`config.mk`:
```
export PLATFORM = sky130hd
export DESIGN_NAME = uart_cmd_rx
export DESIGN_NICKNAME = d
export VERILOG_FILES = /design/src/rtl/uart_cmd_rx.sv
export SDC_FILE = /design/constraint.sdc
export NUM_CORES = 1
export LEC_CHECK = 0
export BUFFER_PORTS_ARGS = -buffer_cell sky130_fd_sc_hd__buf_2
export CAP_MARGIN = 20
export CORE_ASPECT_RATIO = 1.2
export CORE_MARGIN = 8
export CORE_UTILIZATION = 56
export DETAILED_ROUTE_END_ITERATION = 10
export PLACE_DENSITY = 0.87
export SYNTH_ARGS = -nofsm -noshare
export SYNTH_HDL_FRONTEND = slang
export SYNTH_SLANG_ARGS = --single-unit
```
`constraint.sdc`:
```
create_clock -name i_clk -period 3.47 [get_ports i_clk]
set_input_delay 0.347 -clock i_clk [delete_from_list [all_inputs] [get_ports i_clk]]
set_output_delay 0.347 -clock i_clk [all_outputs]
set_load 0.05 [all_outputs]
```
`src/rtl/uart_cmd_rx.sv`:
```
// 8N1 UART receiver with an ASCII tempo-command decoder.
// Emits the received byte, valid/frame-error strobes and one-cycle command pulses.
module uart_cmd_rx #(
  parameter int CLKS_PER_BIT = 434,
  parameter int CMD_ENABLE   = 1
) (
  input  logic       i_clk,
  input  logic       i_reset_n,
  input  logic       i_uart_rx,
  output logic [7:0] o_rx_byte,
  output logic       o_rx_valid,
  output logic       o_frame_err,
  output logic       o_btn_plus_1,
  output logic       o_btn_plus_5,
  output logic       o_btn_minus_1,
  output logic       o_btn_minus_5,
  output logic       o_btn_reset
);

  localparam int CNT_W = $clog2(CLKS_PER_BIT);
  localparam logic [CNT_W-1:0] HALF = CNT_W'(CLKS_PER_BIT / 2);
  localparam logic [CNT_W-1:0] LAST = CNT_W'(CLKS_PER_BIT - 1);
  localparam logic             CMD_ON = (CMD_ENABLE != 0);

  typedef enum logic [2:0] {S_IDLE, S_START, S_DATA, S_STOP, S_WAIT_IDLE} state_t;

  state_t           r_state, w_state_nxt;
  logic [CNT_W-1:0] r_cnt, w_cnt_nxt;
  logic [2:0]       r_idx, w_idx_nxt;
  logic [7:0]       r_shift;
  logic             r_rx_meta, r_rx_s;
  logic             w_shift_en, w_done, w_err;
  logic             w_is_p1, w_is_p5, w_is_m1, w_is_m5, w_is_rst;

  always_ff @(posedge i_clk or negedge i_reset_n) begin
    if (!i_reset_n) begin
      r_rx_meta <= 1'b1;
      r_rx_s    <= 1'b1;
    end else begin
      r_rx_meta <= i_uart_rx;
      r_rx_s    <= r_rx_meta;
    end
  end

  always_ff @(posedge i_clk or negedge i_reset_n) begin
    if (!i_reset_n) begin
      r_state <= S_IDLE;
      r_cnt   <= '0;
      r_idx   <= '0;
    end else begin
      r_state <= w_state_nxt;
      r_cnt   <= w_cnt_nxt;
      r_idx   <= w_idx_nxt;
    end
  end

  // Counter starts at 1 in START so the cycle that detected the edge counts
  // toward the half-bit, keeping samples near bit centres under baud error.
  always_comb begin
    w_state_nxt = r_state;
    w_cnt_nxt   = r_cnt;
    w_idx_nxt   = r_idx;
    w_shift_en  = 1'b0;
    w_done      = 1'b0;
    w_err       = 1'b0;
    case (r_state)
      S_IDLE: begin
        if (!r_rx_s) begin
          w_cnt_nxt   = CNT_W'(1);
          w_state_nxt = S_START;
        end
      end
      S_START: begin
        if (r_cnt == HALF) begin
          if (r_rx_s) begin
            w_state_nxt = S_IDLE;
          end else begin
            w_cnt_nxt   = '0;
            w_idx_nxt   = '0;
            w_state_nxt = S_DATA;
          end
        end else begin
          w_cnt_nxt = r_cnt + CNT_W'(1);
        end
      end
      S_DATA: begin
        if (r_cnt == LAST) begin
          w_cnt_nxt  = '0;
          w_shift_en = 1'b1;
          if (r_idx == 3'd7) w_state_nxt = S_STOP;
          else               w_idx_nxt   = r_idx + 3'd1;
        end else begin
          w_cnt_nxt = r_cnt + CNT_W'(1);
        end
      end
      S_STOP: begin
        if (r_cnt == LAST) begin
          w_cnt_nxt = '0;
          if (r_rx_s) begin
            w_done      = 1'b1;
            w_state_nxt = S_IDLE;
          end else begin
            w_err       = 1'b1;
            w_state_nxt = S_WAIT_IDLE;
          end
        end else begin
          w_cnt_nxt = r_cnt + CNT_W'(1);
        end
      end
      S_WAIT_IDLE: begin
        if (r_rx_s) w_state_nxt = S_IDLE;
      end
      default: w_state_nxt = S_IDLE;
    endcase
  end

  always_comb begin
    w_is_p1  = (r_shift == 8'h2B) || (r_shift == 8'h75);
    w_is_p5  = (r_shift == 8'h55);
    w_is_m1  = (r_shift == 8'h2D) || (r_shift == 8'h64);
    w_is_m5  = (r_shift == 8'h44);
    w_is_rst = (r_shift == 8'h72) || (r_shift == 8'h52);
  end

  always_ff @(posedge i_clk or negedge i_reset_n) begin
    if (!i_reset_n) begin
      r_shift       <= '0;
      o_rx_byte     <= '0;
      o_rx_valid    <= 1'b0;
      o_frame_err   <= 1'b0;
      o_btn_plus_1  <= 1'b0;
      o_btn_plus_5  <= 1'b0;
      o_btn_minus_1 <= 1'b0;
      o_btn_minus_5 <= 1'b0;
      o_btn_reset   <= 1'b0;
    end else begin
      if (w_shift_en) r_shift[r_idx] <= r_rx_s;
      if (w_done)     o_rx_byte      <= r_shift;
      o_rx_valid    <= w_done;
      o_frame_err   <= w_err;
      o_btn_plus_1  <= CMD_ON && w_done && w_is_p1;
      o_btn_plus_5  <= CMD_ON && w_done && w_is_p5;
      o_btn_minus_1 <= CMD_ON && w_done && w_is_m1;
      o_btn_minus_5 <= CMD_ON && w_done && w_is_m5;
      o_btn_reset   <= CMD_ON && w_done && w_is_rst;
    end
  end

endmodule

```
=== After elaboration in Yosys (flattened, before gate mapping) ===
Cells that the tools add are included.

* Register bits: 40
* Output and inout port bits: 15

* Multiplexer cells: 30
* $lt $le $gt $ge: 2
* $add $sub $neg: 2
* Reductions and logical operators: 16
* Eq/ne operators: 24

{| class="wikitable"
|+ Operator list
! cell !! number
|-
| == test 8 x 7 -> 1 bit (second input constant) || 6
|-
| two-way mux 9 bit || 4
|-
| two-way mux 3 bit || 11
|-
| case mux 9 bit (3 select lines) || 1
|-
| == test 8 x 6 -> 1 bit (second input constant) || 2
|-
| != test 2 bit (second input constant) || 8
|-
| case mux 3 bit (5 select lines) || 1
|-
| adder 9 x 1 -> 9 bit (second input constant) || 1
|-
| == test 9 x 8 -> 1 bit (second input constant) || 1
|-
| == test 9 bit (second input constant) || 1
|-
| two-way mux 1 bit || 9
|-
| bitwise mux 8 bit || 1
|-
| == test 3 x 2 -> 1 bit (second input constant) || 2
|-
| == test 3 bit (second input constant) || 2
|-
| logical AND 1 bit || 6
|-
| case mux 3 bit (2 select lines) || 1
|-
| AND reduction 6 bit || 1
|-
| AND reduction 5 bit || 1
|-
| < comparator 3 x 4 -> 1 bit (second input constant) || 1
|-
| adder 3 x 1 -> 3 bit (second input constant) || 1
|-
| demux 1 bit (select 3 bit) || 1
|-
| == test 3 x 1 -> 1 bit (second input constant) || 1
|-
| >= comparator 3 x 1 -> 1 bit (second input constant) || 1
|-
| zero test 3 bit || 1
|-
| other kinds (7) || 9
|}

=== Logic depth before layout (Yosys ltp) ===
Gate-level depths: netlist of the first run.

* Depth in word-level cells: 5
* Mapped depth: 7

=== Worst setup path before layout of the first run ===
OpenSTA, ideal clock, no wires.

* Path kind: flip-flop to flip-flop
* Start point: reg r_cnt[1]
* End point: reg o_rx_byte[0]
* Stages on the path, launching flop included: 7
* Arrival: 1.753 ns
* Library setup time: 0.125 ns
* Clock period less this slack: 1.878 ns
* Slack: 1.592 ns
* Buffers on the path: 0
* Path through: dfrtp_1 inv_1 ha_1 nand3b_1 nor3_2 nand4_1 mux2_2

* Cells in the longest elaborated chain, start to end: 3

{| class="wikitable"
|+ RTL lines
! element !! line !! RTL
|-
| from (decl) || 28 || <nowiki>logic [CNT_W-1:0] r_cnt, w_cnt_nxt;</nowiki>
|-
| from (signal assigned) || 52 || <nowiki>r_cnt <= w_cnt_nxt;</nowiki>
|-
| == test 9 bit || 97 || <nowiki>if (r_cnt == LAST) begin</nowiki>
|-
| two-way mux 1 bit || 97 ||
|-
| two-way mux 1 bit || 66 || <nowiki>case (r_state)</nowiki>
|-
| to (signal assigned) || 138 || <nowiki>if (w_done) o_rx_byte <= r_shift;</nowiki>
|-
| to (decl) || 10 || <nowiki>output logic [7:0] o_rx_byte,</nowiki>
|}

Every way passes these cells.
A chain may end at the register's enable or synchronous reset.

=== Worst setup path after layout of the first run ===
* Start point: reg r_cnt[1]
* End point: reg o_rx_byte[1]

Same word-level chain as after synthesis.

==> flow_summary.yaml, run 1 <==
final_layout:
  antenna_cells: 0
  layout-drive-gt1-share: 0.227
  area_delta_synth_final_pct: 11.0
  seq_area_mm2: 0.00100
  fillerInstances: 295
  multi_input_area_um2: 931
  design_area_mm2: 0.00224
  nets: 213
hold_path:
  hp-class: "in2reg"
detailed_routing:
  antenna_left: 0
  firstDrtPassIters: 4
  drt-total-wl_um: 4010
  drtIter0Drc: 94
  vias_per_cell: 6.26
  vias: 1541
  avgRoutedWirePerCell_um: 16.3
  drc: 0
pwr:
  intPower_uw: 682
  leakagePower_uw: 0.00100
  power_frac_clock: 0.442
  power_density_mw_per_mm2: 386
  total_power_uw: 862
  sequentialPowerShare: 0.545
  switching_share: 0.209
  switchingPower_uw: 180
  irDropWorstVdd_uv: 277
  pwr-share-comb: 0.013
timing:
  fin_crit_ns: 2.21
  tightest_slew_ns: 0.859
  rsz0062_at_grt: "no"
  drv_slew: 0
  finalSetupViolCount: 0
  finalSetupTns_ns: 0
  hold_viol: 0
  fin_skew_ns: 0.00664
  setup_ws_ns: 1.26
  slew_headroom: 0.428
  whs_ns: 0.141
  fmax_mhz: 453
  timing.final.crit_share: 0.637
synth:
  syn_nets: 193
  synth_top_area_cell: "dfrtp_1"
  yosysMostFrequentCell: "dfrtp_1"
  synthTopCellsByCount: "38 x dfrtp_1, 15 x inv_1, 14 x mux2_2, 12 x o211ai_1, 10 x nor2_1"
  syn_area_mm2: 0.00201
  synthFlopType: "dfrtp_1"
  async_flop_share: 1.00
  synth-edff-count: 0
  synth_area_per_cell_um2: 10.8
  synth_area_leaders: "dfrtp_1 47%, mux2_2 7.8%, o211ai_1 4.5%"
  yosys_register_bits: 40
  ys_warn_count: 0
  synth_cell_type_count: 47
  netlist_instances: 186
  seq_area_frac_synth: 0.498
  synth_top_area_frac: 0.472
global_route:
  antenna_found_initial: 0
  grt-ovfl-total: 0
  grt_pass1_wl_um: 6980
  grt_pass1_vias: 1534
  grt_max_degree: 41
  track_usage: 0.151
clock_network:
  tritoncts.num_buffers: 5
  clock_latency_ns: 0.30
  cts_tree: "done"
  numClockSinks: 40
  cts_setup_buffers: 0
  htree_levels: 2
  clk_pin_slew_ns: 0.08
  cts_max_path_buffers: 2
  cts_resized: 0
  clock-root-buffer: "clkbuf_8"
  cts_hold_buf: 0
placed_design:
  globalplace.congestion: 0.840
  dpl-instance-area_mm2: 0.00212
  preCtsSetupSlack_ns: 1.27
  dp_hpwl_um: 2860
  io_buffers: 17
job:
  cap_violations: 0
die:
  ios: 18
  row_count: 24
  floorplan.initialDensity: 0.569
  die_w_um: 70.8
  core_area_mm2: 0.00354
  dieArea_mm2: 0.00578
  die_h_um: 81.7
status:
  outcome: "completed"
critical_path:
  end_kind: "flip-flop"
  crit_path_max_fanout: 8
  critical_path_required_ns: 3.65
  worstPathArrival_ns: 2.39
  startpoint_type: "flip-flop"
  crit_type: "reg2reg"
-- layout make-up --
type,count,area share
sequential,40,0.449
multi-input combinational,127,0.416
timing repair buffer,17,0.0381
clock buffer,5,0.0308
inverter,15,0.0252
tap,39,0.0218
clock inverter,3,0.0190
-- per-stage QoR --
stage | util | std cells
finish | 0.631 | 246
CTS | 0.631 | 246
global route | 0.631 | 246
global placement | 0.600 | 238
floorplan | - | 186
detailed placement | 0.600 | 238
-- state kept, by name, indices dropped and copies added, names as in the netlist, 3 cells and up --
register   cells
r_idx          3
r_shift        8
r_state        3
o_rx_byte      8
r_cnt          9
-- kinds of logic after synthesis --
logic type	share of synthesized area
compound gates	0.152
flops	0.498
mux	0.0932
simple gates	0.192
buf+inv	0.0397
fa+ha+maj	0.0248
-- path summary, 6_finish.rpt --
path                                      start                  endpoint  slack, ns  cells past startpoint
max                        r_cnt[1]$_DFFE_PN0P_  o_rx_byte[1]$_DFFE_PN0P_       1.26                      6
min                                   i_uart_rx       r_rx_meta$_DFF_PN1_       0.14                      1
max reg2reg                r_cnt[1]$_DFFE_PN0P_  o_rx_byte[1]$_DFFE_PN0P_       1.26                      6
min reg2reg                 r_rx_meta$_DFF_PN1_          r_rx_s$_DFF_PN1_       0.36                      0
max in group asynchronous             i_reset_n  o_rx_byte[1]$_DFFE_PN0P_       2.77                      1
min in group asynchronous             i_reset_n  o_rx_byte[0]$_DFFE_PN0P_       0.15                      1
-- worst max-delay path: stages, from the launching register on --
cell      delay, ns
dfrtp_1        0.41
inv_1          0.08
ha_1           0.16
nand3b_1       0.24
nor3_2         0.37
nand4_1        0.41
mux2_2         0.41
-- power groups by stage --
stage               registers [µW]  clock network [µW]  logic, µW
floorplan                      478                   0       2.59
global placement               479                   0       11.7
detailed placement             479                   0       11.9
CTS                            470                 384       11.9
global route                   470                 402       13.8
finish                         470                 381       11.3
-- cells in the final DEF (no fill, tap or decap), types with 3 or more instances in the layout --
cell type,instances
a21oi_1,6
buf_2,17
clkbuf_8,5
dfrtp_1,38
ha_1,4
inv_1,15
mux2_2,14
mux2i_1,3
nand2_1,6
nand3_1,5
nand4_1,5
nor2_1,10
nor2b_1,6
nor3_1,8
nor4_1,4
o211ai_1,12
o21ai_0,7
o221ai_1,3
-- layer usage --
layer  global-route usage  vias up  share of wire
li1                     -      736              -
met1                0.156      766           0.41
met4               0.0813        0          0.023
met2                0.267       30           0.51
met3               0.0513        9          0.050
met5                    0        -              0
Power figures use the tool's default switching activity.
==> run 2: changes to the inputs <==
--- a/config.mk
+++ b/config.mk
@@ -9,9 +9,9 @@
 export CAP_MARGIN = 20
 export CORE_ASPECT_RATIO = 1.2
 export CORE_MARGIN = 8
-export CORE_UTILIZATION = 56
+export CORE_UTILIZATION = 53
 export DETAILED_ROUTE_END_ITERATION = 10
-export PLACE_DENSITY = 0.87
+export PLACE_DENSITY = 0.86
 export SYNTH_ARGS = -nofsm -noshare
 export SYNTH_HDL_FRONTEND = slang
 export SYNTH_SLANG_ARGS = --single-unit
==> constraint.sdc (replaced) <==
create_clock -name i_clk -period 1.9 [get_ports i_clk]
set_input_delay 0.19 -clock i_clk [delete_from_list [all_inputs] [get_ports i_clk]]
set_output_delay 0.19 -clock i_clk [all_outputs]
set_load 0.05 [all_outputs]
==> run 2 against run 1 <==
  * The flow now finishes with violations (negative setup slack)
  * First-iteration DRC count unchanged
  * Sequential share of layout area decreased by 5.6 points
  * Clock skew increased by 0.0030 ns
  * Global-route usage increased by 0.18 points
  * Power increased by 84%
  * Cell count increased by 15%
  * Routed wire length increased by 15%
  * Register-to-register slack got worse by 1.3 ns
  * Hold slack improved by 0.22 ns
  * Critical path depth decreased by 2
  * Die area increased by 4.5%
  * Core utilization increased by 7.2 points
  * Critical endpoint is now r_idx[0]$_DFFE_PN0P_
  * Largest power group unchanged
==> flow_summary.yaml, run 2 (synthesis gave the netlist of run 1 again) <==
critical_path:
  critical_path_required_ns: 2.12
  worst_r2r_path_depth: 4
  cpPeakStageDelay_ns: 0.52
  slowest_stage: "or4b_4"
  r2r_start: "r_cnt[8]$_DFFE_PN0P_"
  crit_type: "reg2reg"
  end_kind: "flip-flop"
  startpoint_type: "flip-flop"
  r2r_slack_ns: -0.04
  worstPathArrival_ns: 2.16
  crit_path_max_fanout: 6
  path_buf_inv: 0
  critPathTopFamily: "simple AND/OR/NAND/NOR gates"
  reg2reg_to: "r_idx[0]$_DFFE_PN0P_"
  crit_chain: "or3b_4 -> or4b_4 -> a2111o_1 -> o21ai_2"
die:
  die_w_um: 72.3
  dieArea_mm2: 0.00604
  row_count: 24
  core_area_mm2: 0.00363
  die_h_um: 83.5
  ios: 18
  floorplan.initialDensity: 0.554
timing:
  fin_crit_ns: 1.94
  hold_viol: 0
  drv_slew: 0
  fmax_mhz: 516
  slew_headroom: 0.667
  tightest_slew_ns: 0.499
  fin_skew_ns: 0.00969
  timing.final.crit_share: 1.02
  setup_ws_ns: -0.0376
  finalSetupViolCount: 1
  finalSetupTns_ns: -0.0376
  rsz0062_at_grt: "yes"
global_route:
  track_usage: 0.153
  use_met3: 0.0421
  grt_pass1_vias: 1691
  grt_pass1_wl_um: 7470
  antenna_found_initial: 0
  top_usage_layer: "met2"
  met2_usage: 0.267
  grt-ovfl-total: 0
  grt_use_met1: 0.163
  grt_max_degree: 25
final_layout:
  layout_common_cells: "38 x dfrtp_1, 23 x buf_4, 17 x buf_2"
  layout-drive-gt1-share: 0.358
  finalNonFillerCells: 284
  antenna_cells: 0
  design_area_mm2: 0.00255
  largest_reg_flops: 9
  area_delta_synth_final_pct: 26.8
  final_common_cell: "dfrtp_1"
  fillerInstances: 266
  nets: 238
  top_register: "r_cnt"
  top_regs: "r_cnt: 9 flops, o_rx_byte: 8 flops, r_shift: 8 flops"
pwr:
  irDropWorstVdd_uv: 498
  leakagePower_uw: 0.00114
  power_density_mw_per_mm2: 620
detailed_routing:
  vias_per_cell: 6.02
  avgRoutedWirePerCell_um: 16.2
  drt-total-wl_um: 4600
  drc: 0
  antenna_left: 0
  vias: 1711
  firstDrtPassIters: 4
  drtIter0Drc: 94
placed_design:
  dpl-instance-area_mm2: 0.00227
  preCtsSetupSlack_ns: -0.0265
  numPlacedInstances: 268
  globalplace.congestion: 0.926
  io_buffers: 17
  dp_hpwl_um: 3220
job:
  cap_violations: 0
status:
  outcome: "finished with violations"
  violations: "negative setup slack"
clock_network:
  htree_levels: 2
  cts_tree: "done"
  cts_max_path_buffers: 2
  numClockSinks: 40
  clock_latency_ns: 0.29
  tritoncts.num_buffers: 5
  clock-root-buffer: "clkbuf_8"
  clk_pin_slew_ns: 0.08
hold_path:
  hp-class: "reg2reg"
  min_path_cells: 0
  worstHoldEndpoint: "r_rx_s$_DFF_PN1_"
  min-delay-start: "r_rx_meta$_DFF_PN1_"
run 2: stage by stage:
stage	total power, µW	util	hold slack, ns
after floorplan	877	-	-0.106
after global placement	900	0.624	0.176
after detailed placement	901	0.624	0.180
after CTS	1590	0.663	0.360
after global routing	1630	0.703	0.366
final	1580	0.703	0.360
run 2: repair_timing:
action | 4_1_cts | 5_1_grt
buffers inserted | 0 | 6
pin swaps | 0 | 4
resized for setup | 1 | 17
hold buffers | 2 | 0
hold endpoints to repair | 21 | 0
endpoints found under the setup margin | 2 | 27
run 2: worst max-delay path by stage:
| stage | start | end | slack, ns | depth (start not counted) |
|---|---|---|---|---|
| floorplan | r_cnt[1]$_DFFE_PN0P_ | o_rx_byte[0]$_DFFE_PN0P_ | 0.02 | 6 |
| global placement | r_idx[0]$_DFFE_PN0P_ | r_idx[1]$_DFFE_PN0P_ | 0.04 | 5 |
| detailed placement | r_idx[0]$_DFFE_PN0P_ | r_idx[1]$_DFFE_PN0P_ | -0.03 | 5 |
| CTS | r_state[2]$_DFFE_PN0P_ | r_idx[0]$_DFFE_PN0P_ | 0.001 | 4 |
| global route | r_cnt[8]$_DFFE_PN0P_ | r_idx[0]$_DFFE_PN0P_ | -0.05 | 4 |
| finish | r_cnt[8]$_DFFE_PN0P_ | r_idx[0]$_DFFE_PN0P_ | -0.04 | 4 |
run 2: layout make-up:
| type | instances | area, µm² | area share |
|---|---|---|---|
| inverter | 15 | 56.3 | 0.0220 |
| timing repair buffer | 42 | 278 | 0.109 |
| clock buffer | 5 | 68.8 | 0.0269 |
| clock inverter | 3 | 47.5 | 0.0186 |
| multi-input combinational | 127 | 1030 | 0.405 |
| tap | 52 | 65.1 | 0.0255 |
| sequential | 40 | 1000 | 0.393 |
run 2: routing by layer:
metal	routed length [µm]	part of all wire
met1	1760	0.38
met2	2510	0.55
met3	253	0.055
met4	79	0.017
met5	0	0
run 2: report_power, final:
group	internal, µW	leakage, µW	switching, µW	total, µW
Combinational	10.1	0.000549	22.8	32.9
Clock	395	0.0000583	299	695
Sequential	854	0.000532	0.854	855
